--- src/rtl/mmio_read_return.sv ---
// MMIO read-return arbiter: priority-selects one read source, strobes it and returns its data.
// Optional WAIT timeout is compiled in with `define MMIO_READ_TIMEOUT_EN.
module mmio_read_return #(
  parameter int unsigned     NCH      = 5,
  parameter int unsigned     DW       = 32,
  parameter int unsigned     TMO_CYC  = 255,
  parameter logic [DW-1:0]   ERR_DATA = DW'(32'hDEAD_BEEF)
) (
  input  logic              clk,
  input  logic              rst_n,
  input  logic              rd_req,
  input  logic [NCH-1:0]    rd_sel,
  output logic              rd_busy,
  output logic              rd_valid,
  output logic [DW-1:0]     rd_data,
  output logic              rd_err,
  output logic              multi_hit,
  output logic [NCH-1:0]    src_rd_en,
  input  logic [NCH-1:0]    src_ack,
  input  logic [NCH*DW-1:0] src_data
);

  typedef enum logic [1:0] {StIdle, StWait, StResp} state_t;

  state_t         r_state;
  logic [NCH-1:0] r_sel;
  logic           r_empty;

  logic [NCH-1:0] w_lowest;
  logic           w_multi;
  logic           w_hit;
  logic [DW-1:0]  w_sel_data;
  logic           w_tmo;

  // Two's-complement trick isolates the lowest set bit (index 0 wins).
  assign w_lowest = rd_sel & (~rd_sel + NCH'(1));
  assign w_multi  = (rd_sel & (rd_sel - NCH'(1))) != '0;
  assign w_hit    = (src_ack & r_sel) != '0;

  always_comb begin
    w_sel_data = '0;
    for (int i = 0; i < NCH; i++) begin
      if (r_sel[i]) begin
        w_sel_data = w_sel_data | src_data[i*DW +: DW];
      end
    end
  end

`ifdef MMIO_READ_TIMEOUT_EN
  localparam int unsigned CW = $clog2(TMO_CYC + 1);

  logic [CW-1:0] r_cnt;
  logic          r_err;

  assign w_tmo  = (r_cnt == CW'(TMO_CYC));
  assign rd_err = r_err;
`else
  logic w_unused_cfg;

  assign w_unused_cfg = (^ERR_DATA) ^ (TMO_CYC != 0);
  assign w_tmo        = 1'b0;
  assign rd_err       = 1'b0;
`endif

  always_ff @(posedge clk) begin
    if (!rst_n) begin
      r_state   <= StIdle;
      r_sel     <= '0;
      r_empty   <= 1'b0;
      rd_busy   <= 1'b0;
      rd_valid  <= 1'b0;
      rd_data   <= '0;
      multi_hit <= 1'b0;
      src_rd_en <= '0;
`ifdef MMIO_READ_TIMEOUT_EN
      r_cnt     <= '0;
      r_err     <= 1'b0;
`endif
    end else begin
      rd_valid  <= 1'b0;
      src_rd_en <= '0;
      unique case (r_state)
        StIdle: begin
          if (rd_req) begin
            // An empty decode still passes through one WAIT cycle so it returns with
            // the same latency as a zero-wait source; its strobe is all-zero.
            r_state   <= StWait;
            rd_busy   <= 1'b1;
            r_sel     <= w_lowest;
            r_empty   <= (rd_sel == '0);
            src_rd_en <= w_lowest;
            if (w_multi) begin
              multi_hit <= 1'b1;
            end
`ifdef MMIO_READ_TIMEOUT_EN
            r_cnt     <= '0;
`endif
          end
        end
        StWait: begin
          if (r_empty) begin
            r_state  <= StResp;
            rd_valid <= 1'b1;
            rd_data  <= '0;
`ifdef MMIO_READ_TIMEOUT_EN
            r_err    <= 1'b0;
`endif
          end else if (w_hit) begin
            r_state  <= StResp;
            rd_valid <= 1'b1;
            rd_data  <= w_sel_data;
`ifdef MMIO_READ_TIMEOUT_EN
            r_err    <= 1'b0;
`endif
          end else if (w_tmo) begin
            r_state  <= StResp;
            rd_valid <= 1'b1;
            rd_data  <= ERR_DATA;
`ifdef MMIO_READ_TIMEOUT_EN
            r_err    <= 1'b1;
`endif
          end else begin
`ifdef MMIO_READ_TIMEOUT_EN
            r_cnt <= r_cnt + CW'(1);
`endif
          end
        end
        StResp: begin
          r_state <= StIdle;
          rd_busy <= 1'b0;
        end
        default: begin
          r_state <= StIdle;
          rd_busy <= 1'b0;
        end
      endcase
    end
  end

endmodule

--- config.mk ---
export PLATFORM = sky130hd
export DESIGN_NAME = mmio_read_return
export DESIGN_NICKNAME = d
export VERILOG_FILES = /design/src/rtl/mmio_read_return.sv
export SDC_FILE = /design/constraint.sdc
export NUM_CORES = 1
export LEC_CHECK = 0
export CORE_MARGIN = 3
export CORE_UTILIZATION = 23
export CTS_CLUSTER_SIZE = 12
export DETAILED_ROUTE_END_ITERATION = 6
export PLACE_DENSITY_LB_ADDON = 0.3
export SYNTH_ARGS = -nofsm -noshare
export SYNTH_HDL_FRONTEND = slang
export SYNTH_SLANG_ARGS = --single-unit
--- constraint.sdc ---
create_clock -name clk -period 1.96 [get_ports clk]
set_input_delay 0.294 -clock clk [delete_from_list [all_inputs] [get_ports clk]]
set_output_delay 0.294 -clock clk [all_outputs]
set_load 0.01 [all_outputs]
# == After elaboration in Yosys (flattened, before gate mapping) ==
# Index checks and enable logic that the tools add are counted.
# totals
n_memories,0
ram_bits,0
mem_bits_ro,0
out_inout_bits,41
reg_bits,48
elab_cells,49
latchBits,0
# op_classes
magnitude_cmp,0
shifts,0
eq_ne,3
bitwise,9
mux,15
n_reduce_logical,12
addsub,2
div_mod_pow,0
n_mul,0
# op_table
op,n
32-bit two-way mux,7
32-bit bitwise OR,4
5-bit bitwise AND,3
2-bit AND reduction,5
5-bit nonzero test,2
2-bit two-way mux,3
3-bit AND reduction,2
"5-bit by 1-bit adder with 5-bit output, second input constant",1
5-bit zero test,1
5-bit inverter,1
"5-bit by 1-bit subtractor with 5-bit output, second input constant",1
2-bit one-hot mux with 2 select lines,1
1-bit two-way mux,3
"3-bit inequality test, second input constant",1
"2-bit by 1-bit equality test with 1-bit output, second input constant",1
2-bit zero test,1
"2-bit inequality test, second input constant",1
1-bit one-hot mux with 2 select lines,1
2-bit nonzero test,1
1-bit inverter,1

# == Depth between registers and ports, before layout ==
# Gate-level depths: netlist of the first run.
# logic_depth
depth_word,11
ltp_mapped,6

# == Least setup slack after synthesis of the first run ==
# OpenSTA, ideal clock, no wires.
# synth_path
path_type,register to register
from,reg r_sel[3]
to,reg rd_data[19]
arrival_ps,1412
setup_slack_ps,477
t_required_ps,1888
path_stages_with_launch,6
setup_ps,72
synth_period_minus_slack_ps,1483
path_cell_list,dfxtp_1 -> clkbuf_1 -> a22o_1 -> o311ai_4 -> buf_6 -> mux2i_1
# synth_between
elab_chain_len,5
# synth_lines
element,line_no,text
"start, declared",26,logic [NCH-1:0] r_sel;
"start signal, assigned",89,r_sel <= w_lowest;
32-bit two-way mux,43,if (r_sel[i]) begin
32-bit bitwise OR,44,w_sel_data = w_sel_data | src_data[i*DW +: DW];
32-bit two-way mux,43,
32-bit two-way mux,108,end else if (w_hit) begin
32-bit two-way mux,101,if (r_empty) begin
"end signal, assigned",111,rd_data <= w_sel_data;
"end, declared",15,"output logic [DW-1:0] rd_data,"
# Several ways; a longest one is shown, not always the timed one. The select of a mux whose other input is x is not followed.
# A chain may end at the register's enable or synchronous reset.

# == Worst setup path in the final report of the first run ==
# layout_path
from,in src_ack[1]
to,reg rd_data[12]
# layout_between
elab_chain_len,4
# layout_lines
element,line_no,text
"start, declared",19,"input logic [NCH-1:0] src_ack,"
5-bit bitwise AND,38,assign w_hit = (src_ack & r_sel) != '0;
5-bit nonzero test,38,
2-bit nonzero test (no line),-,
2-bit AND reduction (no line),-,
# Every way passes these cells.

==> impl_metrics.json, run 1 <==
{
  "synthAdderAreaFrac": 0.00379,
  "numPlacedInstances": 614,
  "hold_path_class": "reg2reg",
  "cp.required_ns": 2.17,
  "synth_xor_area_frac": 0,
  "portBuffers": 212,
  "synth-simple-area-share": 0.0871,
  "areaGrowthSynthToFinish_pct": 90.9,
  "layout_setup_ws_ns": 0.334,
  "nets": 654,
  "rows": 38,
  "vias_per_cell": 5.08,
  "leakage_nw": 1.93,
  "antenna_found_initial": 0,
  "final_common_cell": "clkdlybuf4s50_1",
  "dieWidth_um": 113,
  "cts.sinks": 48,
  "io-pin-count": 214,
  "arrival_ns": 1.83,
  "post-place-ws_ns": 0.0272,
  "syn_area_per_cell_um2": 9.41,
  "cts_setup_buffers": 0,
  "track_usage": 0.162,
  "ys_warn_count": 0,
  "status": "completed",
  "final_cells": 622,
  "grt_pass1_wl_um": 16600,
  "setup_tns_ns": 0,
  "vias": 3158,
  "skew_ns": 0.00330,
  "cap_viol_max_count": 0,
  "cts_root_buffer": "clkbuf_16",
  "rsz0062_at_grt": "false",
  "antenna_cells": 0,
  "grt-ovfl-total": 0,
  "ir_worst_vdd_uv": 372,
  "layout_common_cells": "212 x clkdlybuf4s50_1, 48 x dfxtp_1, 36 x nand2_1, 32 x a222oi_1, 32 x a22oi_1",
  "finalHoldViolCount": 0,
  "cts_tree": "yes",
  "gp_congestion": 0.814,
  "firstDrtPassIters": 6,
  "dieArea_mm2": 0.0128,
  "drc": 0,
  "max_freq_mhz": 615,
  "criticalPathCategory": "in2reg",
  "cts.path.max_buffers": 2,
  "grt_pass1_vias": 3313,
  "critPathLaunchType": "primary input",
  "layout-drive-gt1-share": 0.0519,
  "cts_hold_buf": 0,
  "drt-total-wl_um": 11000,
  "drv_slew": 0,
  "syn-num-nets": 454,
  "drtIter0Drc": 259,
  "wl_per_cell_um": 17.7,
  "syn-cell-area_mm2": 0.00264,
  "ys_ff_latch": 48,
  "htree_levels": 2,
  "hpwl_um": 8450,
  "grt_max_degree": 34,
  "clk_latency_ns": 0.28,
  "p_per_area_mw_per_mm2": 499,
  "p_total_mw": 2.52,
  "ys_seq_area_frac": 0.363,
  "fin_crit_sh": 0.830,
  "synth_compound_area_frac": 0.377,
  "crit_fanout": 32,
  "die_y_um": 113,
  "setup_viol": 0,
  "worstSetupEndpointType": "flip-flop",
  "fillCellCount": 1071,
  "clk_pin_slew_ns": 0.06,
  "synthMuxAreaShare": 0.102,
  "synth_cells": 281,
  "synth_top_family_by_area": "compound AO/OA/AOI/OAI gates",
  "cts_made_buffers": 5,
  "drtAntennaViolNets": 0,
  "start_util": 0.240,
  "cts_resized": 0,
  "ys_types": 35,
  "period_needed_ns": 1.63,
  "coreArea_mm2": 0.0110
}
-- cells by family after synthesis --
kind of cell	Yosys count
DFF	48
and+or+nand+nor	50
buffers and inverters	38
other	1
AOI/OAI and AO/OA	116
muxes	27
adders and majority gates	1
-- critical path: stages --
cell,delay (ns)
clkdlybuf4s50_1,0.40
a22o_1,0.29
o311ai_4,0.32
buf_12,0.28
mux2i_1,0.22
-- synthesized netlist by cell type, drive strengths merged --
cell type,count,area (µm²)
dfxtp,48,961
nand2,36,135
a222oi,32,320
a22oi,32,240
a21o,30,225
mux2i,27,270
clkbuf,25,93.8
buf,7,56.3
inv,6,22.5
a21oi,5,25.0
a22o,5,43.8
a2bb2oi,5,62.6
nor2,3,11.3
and2,2,12.5
o31ai,2,20.0
a2111oi,1,8.76
a32o,1,10.0
and3,1,6.26
and3b,1,8.76
conb,1,3.75
maj3,1,10.0
nand2b,1,6.26
nand4bb,1,11.3
nor2b,1,6.26
nor3,1,5.00
nor4,1,12.5
nor4b,1,8.76
o21ai,1,5.00
o311ai,1,26.3
o31a,1,8.76
or3,1,6.26
-- routing by layer --
metal / share of wire / up-vias / wire length (µm) / GRT usage
li1: - / 1510 / - / -
met1: 0.38 / 1495 / 4180 / 0.174
met2: 0.53 / 147 / 5790 / 0.307
met3: 0.084 / 6 / 921 / 0.0465
met4: 0.0096 / 0 / 106 / 0.0417
met5: 0 / - / 0 / 0
-- flip-flops by register name (all words and copies together) (netlist names) --
signal / flops
r_sel: 5
src_rd_en: 5
r_empty: 1
multi_hit: 1
rd_busy: 1
rd_data: 32
r_state: 2
rd_valid: 1
-- per-stage QoR --
stage / hold slack [ns] / instance area (µm²) / utilization
2_1_floorplan: 0.382 / 2640 / -
3_3_place_gp: 0.444 / 4900 / 0.444
3_5_place_dp: 0.451 / 4900 / 0.444
4_1_cts: 0.460 / 5050 / 0.458
5_1_grt: 0.467 / 5050 / 0.458
6_report: 0.456 / 5050 / 0.458
-- report_power, final --
part	switching, mW	leakage [nW]	internal (mW)	total [mW]
Combinational	0.212	1.47	0.441	0.653
Clock	0.339	0.0712	0.509	0.848
Sequential	0.0175	0.388	1.00	1.02
Total	0.569	1.93	1.95	2.52
-- final timing paths --
path,depth (start not counted),to,slack (ns),startpoint
worst max-delay path,5,rd_data[12]$_SDFFE_PN0P_,0.33,src_ack[1]
worst min-delay path,2,rd_data[30]$_SDFFE_PN0P_,0.46,rd_data[30]$_SDFFE_PN0P_
worst max register to register,4,rd_data[12]$_SDFFE_PN0P_,0.44,r_sel[1]$_SDFFE_PN0P_
worst min register to register,2,rd_data[30]$_SDFFE_PN0P_,0.46,rd_data[30]$_SDFFE_PN0P_
-- area by class of cell --
| cell class | instances | area [µm²] | area share |
|---|---|---|---|
| tap | 140 | 175 | 0.0347 |
| timing repair buffer | 225 | 2230 | 0.442 |
| clock buffer | 8 | 146 | 0.0290 |
| sequential | 48 | 961 | 0.190 |
| multi-input combinational | 195 | 1510 | 0.299 |
| inverter | 6 | 22.5 | 0.00446 |
(Power assumes the default switching activity.)
==> inputs of run 2 (changes only) <==
==> constraint.sdc (replaced) <==
create_clock -name clk -period 1.3 [get_ports clk]
set_input_delay 0.195 -clock clk [delete_from_list [all_inputs] [get_ports clk]]
set_output_delay 0.195 -clock clk [all_outputs]
set_load 0.01 [all_outputs]
==> impl_metrics.json, run 2 (synthesis gave the netlist of run 1 again) <==
{
  "holdPathStages": 2,
  "arrival_ns": 1.72,
  "hold_path_class": "reg2reg",
  "fin_crit_sh": 1.16,
  "drtAntennaViolNets": 0,
  "cts_root_buffer": "clkbuf_16",
  "cts.sinks": 48,
  "hpwl_um": 8850,
  "max_freq_mhz": 663,
  "r2r_slack_ns": -0.21,
  "worstSetupEndpointType": "flip-flop",
  "layout_setup_ws_ns": -0.208,
  "status": "finished, violations left",
  "areaGrowthSynthToFinish_pct": 104,
  "antenna_cells": 0,
  "track_usage": 0.165,
  "clk_pin_slew_ns": 0.07,
  "place_area_mm2": 0.00506,
  "skew_ns": 0.00766,
  "period_needed_ns": 1.51,
  "critPathLaunchType": "flip-flop",
  "rsz0062_at_grt": "true",
  "die_y_um": 113,
  "cts_tree": "yes",
  "grt_max_degree": 28,
  "wl_per_cell_um": 17.5,
  "vias_per_cell": 5.06,
  "cts_made_buffers": 5,
  "nets": 679,
  "finalHoldViolCount": 0,
  "grt_pass1_vias": 3486,
  "ir_worst_vdd_uv": 699,
  "setup_viol": 35,
  "coreArea_mm2": 0.0110,
  "p_per_area_mw_per_mm2": 826,
  "ff2ff_path_depth": 5,
  "fillCellCount": 1078,
  "post-place-ws_ns": -0.549,
  "dieWidth_um": 113,
  "rows": 38,
  "finalInstanceArea_mm2": 0.00539,
  "largest_reg_flops": 32,
  "drc": 0,
  "cp.required_ns": 1.51,
  "final_common_cell": "clkdlybuf4s50_1",
  "largest_registers": "rd_data: 32 flops, r_sel: 5 flops, src_rd_en: 5 flops",
  "firstDrtPassIters": 5,
  "drt-total-wl_um": 11300,
  "drv_slew": 0,
  "dieArea_mm2": 0.0128,
  "layout-drive-gt1-share": 0.126,
  "portBuffers": 212,
  "criticalPathCategory": "reg2reg",
  "grt-ovfl-total": 0,
  "grt_pass1_wl_um": 17100,
  "vias": 3271,
  "htree_levels": 2,
  "violations": "setup timing",
  "cts_hold_buf": 0,
  "seq_area_um2": 966,
  "clk_latency_ns": 0.28,
  "io-pin-count": 214,
  "leakage_nw": 2.34,
  "drtIter0Drc": 259,
  "cts.path.max_buffers": 2,
  "multi_input_area_mm2": 0.00157,
  "top_register": "rd_data",
  "start_util": 0.240,
  "crit_fanout": 12,
  "cap_viol_max_count": 0,
  "gp_congestion": 0.789,
  "layout_common_cells": "170 x clkdlybuf4s50_1, 44 x dfxtp_1, 41 x dlygate4sd2_1, 36 x nand2_1",
  "antenna_found_initial": 0
}
[run 2: changes by cell type in the layout (fill, tap and decap cells not counted), sizes merged]
cell / delta
buf: +25
dlygate4sd2: +41
dlymetal6s2s: +1
bufinv: +3
clkbuf: -3
clkdlybuf4s50: -42
[run 2: report_power, final]
part	switching, mW	internal, mW	total, mW
registers	0.0214	1.51	1.53
clock network	0.555	1.30	1.85
logic	0.351	0.722	1.07
total	0.928	3.53	4.46
[run 2: repair_timing]
| action | in CTS | in global routing |
|---|---|---|
| gates cloned | 2 | 0 |
| pin swaps | 4 | 3 |
| endpoints found under the setup margin | 72 | 37 |
| buffers inserted | 3 | 2 |
| resized for setup | 51 | 10 |
[run 2: through the flow]
stage / util / setup TNS [ns] / instances / total power [mW] / hold WS [ns]
final: 0.489 / -5.73 / 647 / 4.46 / 0.447
after global routing: 0.489 / -7.51 / 647 / 4.64 / 0.478
after CTS: 0.483 / -5.62 / 645 / 4.49 / 0.456
after detailed placement: 0.458 / -19.48 / 632 / 2.60 / 0.448
after global placement: 0.458 / -17.65 / 632 / 2.59 / 0.442
after floorplan: - / -4.69 / 281 / 1.89 / 0.283
[run 2: worst max-delay path: stages, from the launching register on]
cell and delay (ns):
dfxtp_2 0.34, a22o_4 0.25, o311ai_4 0.32, buf_6 0.17, buf_12 0.15, mux2i_1 0.19
[run 2: layout make-up]
cell class	instances	area share
sequential	48	0.179
timing repair buffer	250	0.453
multi-input combinational	195	0.291
tap	140	0.0325
clock inverter	3	0.0167
clock buffer	5	0.0232
inverter	6	0.00418
[run 2: final timing paths]
path | end | from
worst max-delay path | rd_data[26]$_SDFFE_PN0P_ | r_sel[0]$_SDFFE_PN0P_
worst min-delay path | rd_busy$_SDFFE_PN0P_ | rd_busy$_SDFFE_PN0P_
worst max register to register | rd_data[26]$_SDFFE_PN0P_ | r_sel[0]$_SDFFE_PN0P_
worst min register to register | rd_busy$_SDFFE_PN0P_ | rd_busy$_SDFFE_PN0P_
[run 2: layer usage]
| metal | vias to the layer above | wire, µm | global-route usage |
|---|---|---|---|
| met2 | 156 | 5940 | 0.309 |
| met3 | 14 | 989 | 0.0492 |
| li1 | 1563 | - | - |
| met4 | 0 | 165 | 0.0401 |
| met1 | 1538 | 4240 | 0.180 |
| met5 | - | 0 | 0 |
==> inputs of run 3 (changes only) <==
--- a/config.mk
+++ b/config.mk
@@ -9,7 +9,9 @@
 export CORE_UTILIZATION = 23
 export CTS_CLUSTER_SIZE = 12
 export DETAILED_ROUTE_END_ITERATION = 6
+export MAX_ROUTING_LAYER = met4
 export PLACE_DENSITY_LB_ADDON = 0.3
+export RECOVER_POWER = 100
 export SYNTH_ARGS = -nofsm -noshare
 export SYNTH_HDL_FRONTEND = slang
 export SYNTH_SLANG_ARGS = --single-unit
==> impl_metrics.json, run 3 (synthesis gave the netlist of run 1 again) <==
{
  "status": "finished, violations left",
  "violations": "setup timing",
  "grt_max_degree": 28,
  "largest_reg_flops": 32,
  "final_common_cell": "clkdlybuf4s50_1",
  "final_cells": 645,
  "fin_crit_sh": 1.17,
  "htree_levels": 2,
  "rows": 38,
  "track_usage": 0.169,
  "wl_per_cell_um": 17.6,
  "holdCritStartpoint": "rd_busy$_SDFFE_PN0P_",
  "r2r_end": "rd_data[26]$_SDFFE_PN0P_",
  "gp_congestion": 0.801,
  "setup_tns_ns": -5.88,
  "drc": 0,
  "cts.path.max_buffers": 2,
  "io-pin-count": 214,
  "areaGrowthSynthToFinish_pct": 103,
  "cts_made_buffers": 5,
  "numPlacedInstances": 632,
  "grt_pass1_wl_um": 17100,
  "finalHoldViolCount": 0,
  "setup_viol": 38,
  "regToRegStartpoint": "r_sel[0]$_SDFFE_PN0P_",
  "top_register": "rd_data",
  "cap_viol_max_count": 0,
  "cts.sinks": 48,
  "startpoint": "r_sel[0]$_SDFFE_PN0P_",
  "layout_common_cells": "169 x clkdlybuf4s50_1, 44 x dfxtp_1, 41 x dlygate4sd2_1, 36 x nand2_1",
  "r2r_slack_ns": -0.22,
  "finalInstanceArea_mm2": 0.00536,
  "start_util": 0.240,
  "dieArea_mm2": 0.0128,
  "cts_tree": "yes",
  "dieWidth_um": 113,
  "grt-ovfl-total": 0,
  "ir_worst_vdd_uv": 690,
  "holdPathStages": 2,
  "rsz0062_at_grt": "true",
  "vias": 3276,
  "drtIter0Drc": 267,
  "worstSetupEndpointType": "flip-flop",
  "hold_path_class": "reg2reg",
  "ff2ff_path_depth": 5,
  "place_area_mm2": 0.00506,
  "layout_setup_ws_ns": -0.219,
  "drv_slew": 0,
  "crit_fanout": 12,
  "nets": 677,
  "fillCellCount": 1085,
  "cts_hold_buf": 0,
  "portBuffers": 212,
  "firstDrtPassIters": 5,
  "holdWs_ns": 0.450,
  "critPathLaunchType": "flip-flop",
  "largest_registers": "rd_data: 32 flops, r_sel: 5 flops, src_rd_en: 5 flops",
  "antenna_cells": 0,
  "hpwl_um": 8850,
  "layout-drive-gt1-share": 0.117,
  "period_needed_ns": 1.52,
  "antenna_found_initial": 0,
  "die_y_um": 113,
  "leakage_nw": 2.33,
  "arrival_ns": 1.73,
  "p_per_area_mw_per_mm2": 827,
  "vias_per_cell": 5.08,
  "clk_latency_ns": 0.28,
  "cts_root_buffer": "clkbuf_16",
  "skew_ns": 0.00803,
  "cp.required_ns": 1.51,
  "max_freq_mhz": 658,
  "drtAntennaViolNets": 0,
  "coreArea_mm2": 0.0110,
  "hold_end": "rd_busy$_SDFFE_PN0P_",
  "grt_pass1_vias": 3489,
  "criticalPathCategory": "reg2reg",
  "clk_pin_slew_ns": 0.07,
  "drt-total-wl_um": 11300
}
[run 3: through the flow]
stage               utilization  setup slack, ns  power [mW]
CTS                       0.483           -0.215        4.49
detailed placement        0.458           -0.549        2.60
finish                    0.486           -0.219        4.43
global placement          0.458           -0.475        2.59
floorplan                     -           -0.158        1.89
global route              0.486           -0.284        4.63
[run 3: final cells by class]
class                      count  area (µm²)  share of cell area
timing repair buffer         248        2430               0.453
multi-input combinational    195        1560               0.290
sequential                    48         966               0.180
tap                          140         175              0.0327
clock buffer                   5         125              0.0233
clock inverter                 3        90.1              0.0168
inverter                       6        22.5             0.00420
[run 3: repair_timing]
action                                  4_1_cts  5_1_grt
endpoints found under the setup margin       72       37
buffers inserted                              3        0
cloned                                        2        0
pin swaps                                     4        1
resized for setup                            51       10
hold endpoints to repair                      0        0
[run 3: how the worst max path moves through the flow]
| stage | to | cells after the start | slack [ns] |
|---|---|---|---|
| CTS | rd_data[26]$_SDFFE_PN0P_ | 5 | -0.21 |
| global placement | rd_data[16]$_SDFFE_PN0P_ | 5 | -0.47 |
| finish | rd_data[26]$_SDFFE_PN0P_ | 5 | -0.22 |
| floorplan | rd_data[10]$_SDFFE_PN0P_ | 5 | -0.16 |
| global route | rd_data[28]$_SDFFE_PN0P_ | 5 | -0.28 |
| detailed placement | rd_data[15]$_SDFFE_PN0P_ | 5 | -0.55 |
[run 3: power by group]
part | leakage, nW | switching [mW] | internal (mW)
logic | 1.83 | 0.349 | 0.713
registers | 0.390 | 0.0209 | 1.51
clock network | 0.104 | 0.545 | 1.30
total | 2.33 | 0.915 | 3.52
[run 3: worst max-delay path, stage by stage (launching register included)]
cell	delay (ns)
dfxtp_2	0.34
a22o_4	0.25
o311ai_4	0.32
buf_6	0.17
buf_12	0.15
mux2i_1	0.19
[run 3: layer usage]
metal | up-vias | routed length [µm] | GRT usage
li1 | 1560 | - | -
met1 | 1552 | 4360 | 0.186
met2 | 152 | 5960 | 0.309
met3 | 12 | 871 | 0.0401
met4 | 0 | 151 | 0.0401
met5 | - | 0 | -
==> RTL change 1: new RTL, config.mk and constraints of run 1 <==
The 3 states of `state_t` get a one-hot encoding in 3 bits.
--- a/src/rtl/mmio_read_return.sv
+++ b/src/rtl/mmio_read_return.sv
@@ -20,7 +20,7 @@
   input  logic [NCH*DW-1:0] src_data
 );
 
-  typedef enum logic [1:0] {StIdle, StWait, StResp} state_t;
+  typedef enum logic [2:0] {StIdle = 3'b001, StWait = 3'b010, StResp = 3'b100} state_t;
 
   state_t         r_state;
   logic [NCH-1:0] r_sel;
Behaviour: same outputs for any inputs over 4 cycles, from zero or initial values and one cycle with rst_n low; so few cycles prove little.
==> RTL change 1 against run 1 <==
  * Register-to-register slack worse by 0.09 ns
  * Sequential cell count is 1 higher
  * Wire length is 4.3% higher
  * Largest power group unchanged
  * Worst setup slack worse by 0.093 ns
  * Total power is 0.74% lower
  * Design area is 6.6% higher
  * Die area is 11% higher
  * Area after synthesis is 11% higher
==> RTL change 1: results (changes against run 1) <==
grt:
  global_route_track_usage_on_met2_pct: 28.1  # -2.6 points
  vias_in_the_first_global_route: 3417  # +3.1%
  met1_usage_pct: 17.4  # +0.043 points
  globalRouteMet3Util_pct: 4.99  # +0.33 points
  grt_first_pass_wirelength_um: 17700  # +6.6%
  track_usage_pct: 15.3  # -0.87 points
pwr:
  total_leakage_power_uw: 0.00175  # -9.6%
placement:
  post_place_setup_slack_ns: -0.0684  # -0.0956 ns
  dp.cells: 685  # +12%
  place.gp.congestion: 0.791  # -2.9%
  detailed_place_hpwl_um: 8870  # +5.0%
  post_dp_cell_area_um2: 5230  # +6.7%
finish:
  final_layout_size_suffix_gt1_share_pct: 11.8  # +6.6 points
  nNetsFinal: 697  # +6.6%
detailed_routing:
  routedWlPerCell_um: 16.6  # -6.4%
  finalWirelength_um: 11500  # +4.3%
  routed_via_density: 4.81  # -5.2%
  detail_route.iter0.violations: 183  # -29%
synth:
  number_of_nets_produced_by_synthesis: 494  # +8.8%
  synth_area_per_cell_um2: 9.18  # -2.4%
  ys_types: 41  # +17%
  synth_compound_area_share_pct: 35.3  # -2.4 points
  post_synth_most_frequent_cells: "nand2_1 (65), dfxtp_1 (49), inv_1 (35)"
  post_synth_mux_area_share_pct: 0  # -10 points
worst_setup_path:
  critPathArrivalTime_ns: 1.86  # +0.03 ns
  reg2regPathDepth: 3  # -1
  crit-reg2reg-capture: "rd_data[0]"
cts:
  cts-resized-gates: 0  # unchanged
timing:
  finalClockSkew_ns: 0.00522  # +0.00192 ns
  whs_ns: 0.453  # -0.00310 ns
floorplanning:
  floorplan.initialDensity_pct: 24.0  # +0.063 points
outcome:
  outcome: "finished clean"
worst_hold_path:
  hold_end: "multi_hit"
  min-delay-start: "multi_hit"
-- RTL change 1: changes by cell type in the layout (fill, tap and decap cells not counted), sizes merged, moves of 3 or more --
cell	change
a21o	-27
a22o	-5
a22oi	-30
a2bb2oi	-5
and3	+33
clkbuf	-3
inv	+31
mux2i	-27
nand2	+29
o32ai	+32
-- RTL change 1: how the worst max path moves through the flow --
stage | slack (ns) | end
after floorplan | 0.59 | rd_data[0]
after global placement | -0.03 | rd_data[20]
after detailed placement | -0.07 | rd_data[0]
after CTS | 0.23 | rd_data[0]
after global routing | 0.14 | rd_data[0]
final | 0.24 | rd_data[0]
-- RTL change 1: logic make-up after synthesis --
kind of cell / after synthesis
AO/OA/AOI/OAI: 86
adder cells (fa/ha/maj): 1
buffers and inverters: 65
flip-flops: 49
other: 1
AND/OR/NAND/NOR: 119
-- RTL change 1: critical path, stage by stage --
cell and delay (ns):
clkdlybuf4s50_1 0.44, a22oi_4 0.29, a311o_4 0.65, o32ai_2 0.16
-- RTL change 1: layout make-up --
class	count	area [um2]
fill	1196	6880
inverter	35	131
sequential	49	981
multi-input combinational	207	1670
clock inverter	3	25.0
timing repair buffer	226	2240
clock buffer	5	125
tap	168	210
-- RTL change 1: report_power, final --
part           total, uW  internal [uW]  switching [uW]
clock network        874            482             392
registers           1020           1010            13.1
logic                605            415             190
-- RTL change 1: routing by layer --
metal | up-vias | wire length, um
li1 | 1618 | -
met1 | 1562 | 4470
met2 | 148 | 5770
met3 | 8 | 1140
met4 | 0 | 99
met5 | - | 0
-- RTL change 1: stage by stage --
stage	utilization, %	setup TNS (ns)
after floorplan	-	0
after global placement	42.6	-0.661
after detailed placement	42.6	-1.39
after CTS	43.9	0
after global routing	43.9	0
final	43.9	0
==> RTL change 2: new RTL, settings of run 1 <==
Without the edit above. Build with the macro `MMIO_READ_TIMEOUT_EN` defined.
--- a/src/rtl/mmio_read_return.sv
+++ b/src/rtl/mmio_read_return.sv
@@ -1,5 +1,7 @@
 // MMIO read-return arbiter: priority-selects one read source, strobes it and returns its data.
 // Optional WAIT timeout is compiled in with `define MMIO_READ_TIMEOUT_EN.
+`define MMIO_READ_TIMEOUT_EN
+
 module mmio_read_return #(
   parameter int unsigned     NCH      = 5,
   parameter int unsigned     DW       = 32,
Formal check against the unedited RTL: same outputs for any inputs over 4 cycles, from zero or initial values and one cycle with rst_n low; that may be too few to reach the edited logic, so the function may still have changed.
==> RTL change 2 against run 1 <==
  * Area after synthesis grew 12%
  * Sequential cell count increased by 9
  * Design area up 12%
  * Worst setup slack got worse by 0.28 ns
  * Total power is 41% higher
  * Count of clock-buffer cells in the layout increased by 6
  * Worst hold slack improved by 0.018 ns
  * Wire length grew 23%
  * Critical path type unchanged
  * Largest cell class unchanged
  * Largest power group is now the clock network
==> RTL change 2: results (changes against run 1) <==
pwr:
  cellPowerDensity_nw_per_um2: 627  # +26%
  comb_power_uw: 751  # +15%
  p_int_uw: 2770  # +42%
  power_frac_seq_pct: 34.5  # -5.9 points
  total_leakage_power_uw: 0.00204  # +5.4%
timing:
  period_share_pct: 97.5  # +15 points
worst_setup_path:
  worst_path_dominant_cell_family: "simple AND/OR/NAND/NOR gates"
  crit_path_max_fanout: 7  # -78%
  critPathMaxStageDelay_ns: 0.58  # +0.18 ns
  worst-r2r-setup-slack_ns: 0.12  # -0.32 ns
  critical_path.slowest_cell: "or4_1"
placement:
  place.gp.congestion: 0.904  # +11%
  post_place_setup_slack_ns: -0.255  # -0.282 ns
  port-buffer-count: 213  # +0.47%
finish:
  filler_cell_count: 1191  # +11%
  final.signal_inverter_count: 1  # -5
  clock_cell_share_of_area_pct: 5.45  # +2.6 points
  seq_cells: 57  # +19%
  multi_input_area_share_pct: 29.4  # -0.52 points
  signal_buffer_area_fraction_pct: 41.2  # -3.0 points
  multi_input_gates: 233  # +19%
  final_layout_size_suffix_gt1_share_pct: 11.9  # +6.8 points
  seq-cell-share_pct: 20.1  # +1.1 points
grt:
  track_usage_pct: 18.1  # +1.9 points
  met1_usage_pct: 22.3  # +4.9 points
  vias_in_the_first_global_route: 3795  # +15%
synth:
  synth-seq-area-share_pct: 38.6  # +2.2 points
  number_of_nets_produced_by_synthesis: 501  # +10%
  ys_types: 46  # +31%
  post_synth_mux_area_share_pct: 0.338  # -9.9 points
  arithmetic_cell_share_of_the_synthesized_area_counting_full_adders_half_adders_and_majority_gates_pct: 0.761  # +0.38 points
  post_synth_main_area_contributors: "dfxtp_1 (39%), a222oi_1 (11%), o221a_2 (9.1%)"
detailed_routing:
  wirelength_met1_um: 5460  # +31%
  routedWlPerCell_um: 19.0  # +7.7%
  met2RoutedLength_um: 6750  # +17%
  drt-pass1-iter-count: 7  # +1
cts:
  cts_buffers: 9  # +4
  clk-insertion-delay-late_ns: 0.32  # +0.04 ns
outcome:
  outcome: "finished clean"
## RTL change 2: cell count changes in the layout (fill, tap and decap cells not counted), sizes merged, moves of 11 or more
cell,run 1,this run
o221a,0,24
nand3,0,21
nand2,36,25
buf,13,24
a21o,30,4
a21oi,5,33
mux2i,27,1
## RTL change 2: per-stage QoR
step / area, um2 / setup TNS [ns] / utilization, % / std cells / hold WS (ns)
2_1_floorplan: 2960 / 0 / - / 327 / 0.381
3_3_place_gp: 5360 / -3.46 / 43.5 / 696 / 0.469
3_5_place_dp: 5360 / -3.76 / 43.5 / 696 / 0.467
4_1_cts: 5670 / 0 / 46.0 / 712 / 0.484
5_1_grt: 5670 / 0 / 46.0 / 712 / 0.511
6_report: 5670 / 0 / 46.0 / 712 / 0.474
## RTL change 2: worst paths after layout
kind                                  from        to  cells after the start
worst max-delay path            src_ack[1]  r_cnt[7]                      5
worst min-delay path               rd_busy   rd_busy                      2
worst max register to register    r_cnt[0]  r_cnt[7]                      5
worst min register to register     rd_busy   rd_busy                      2
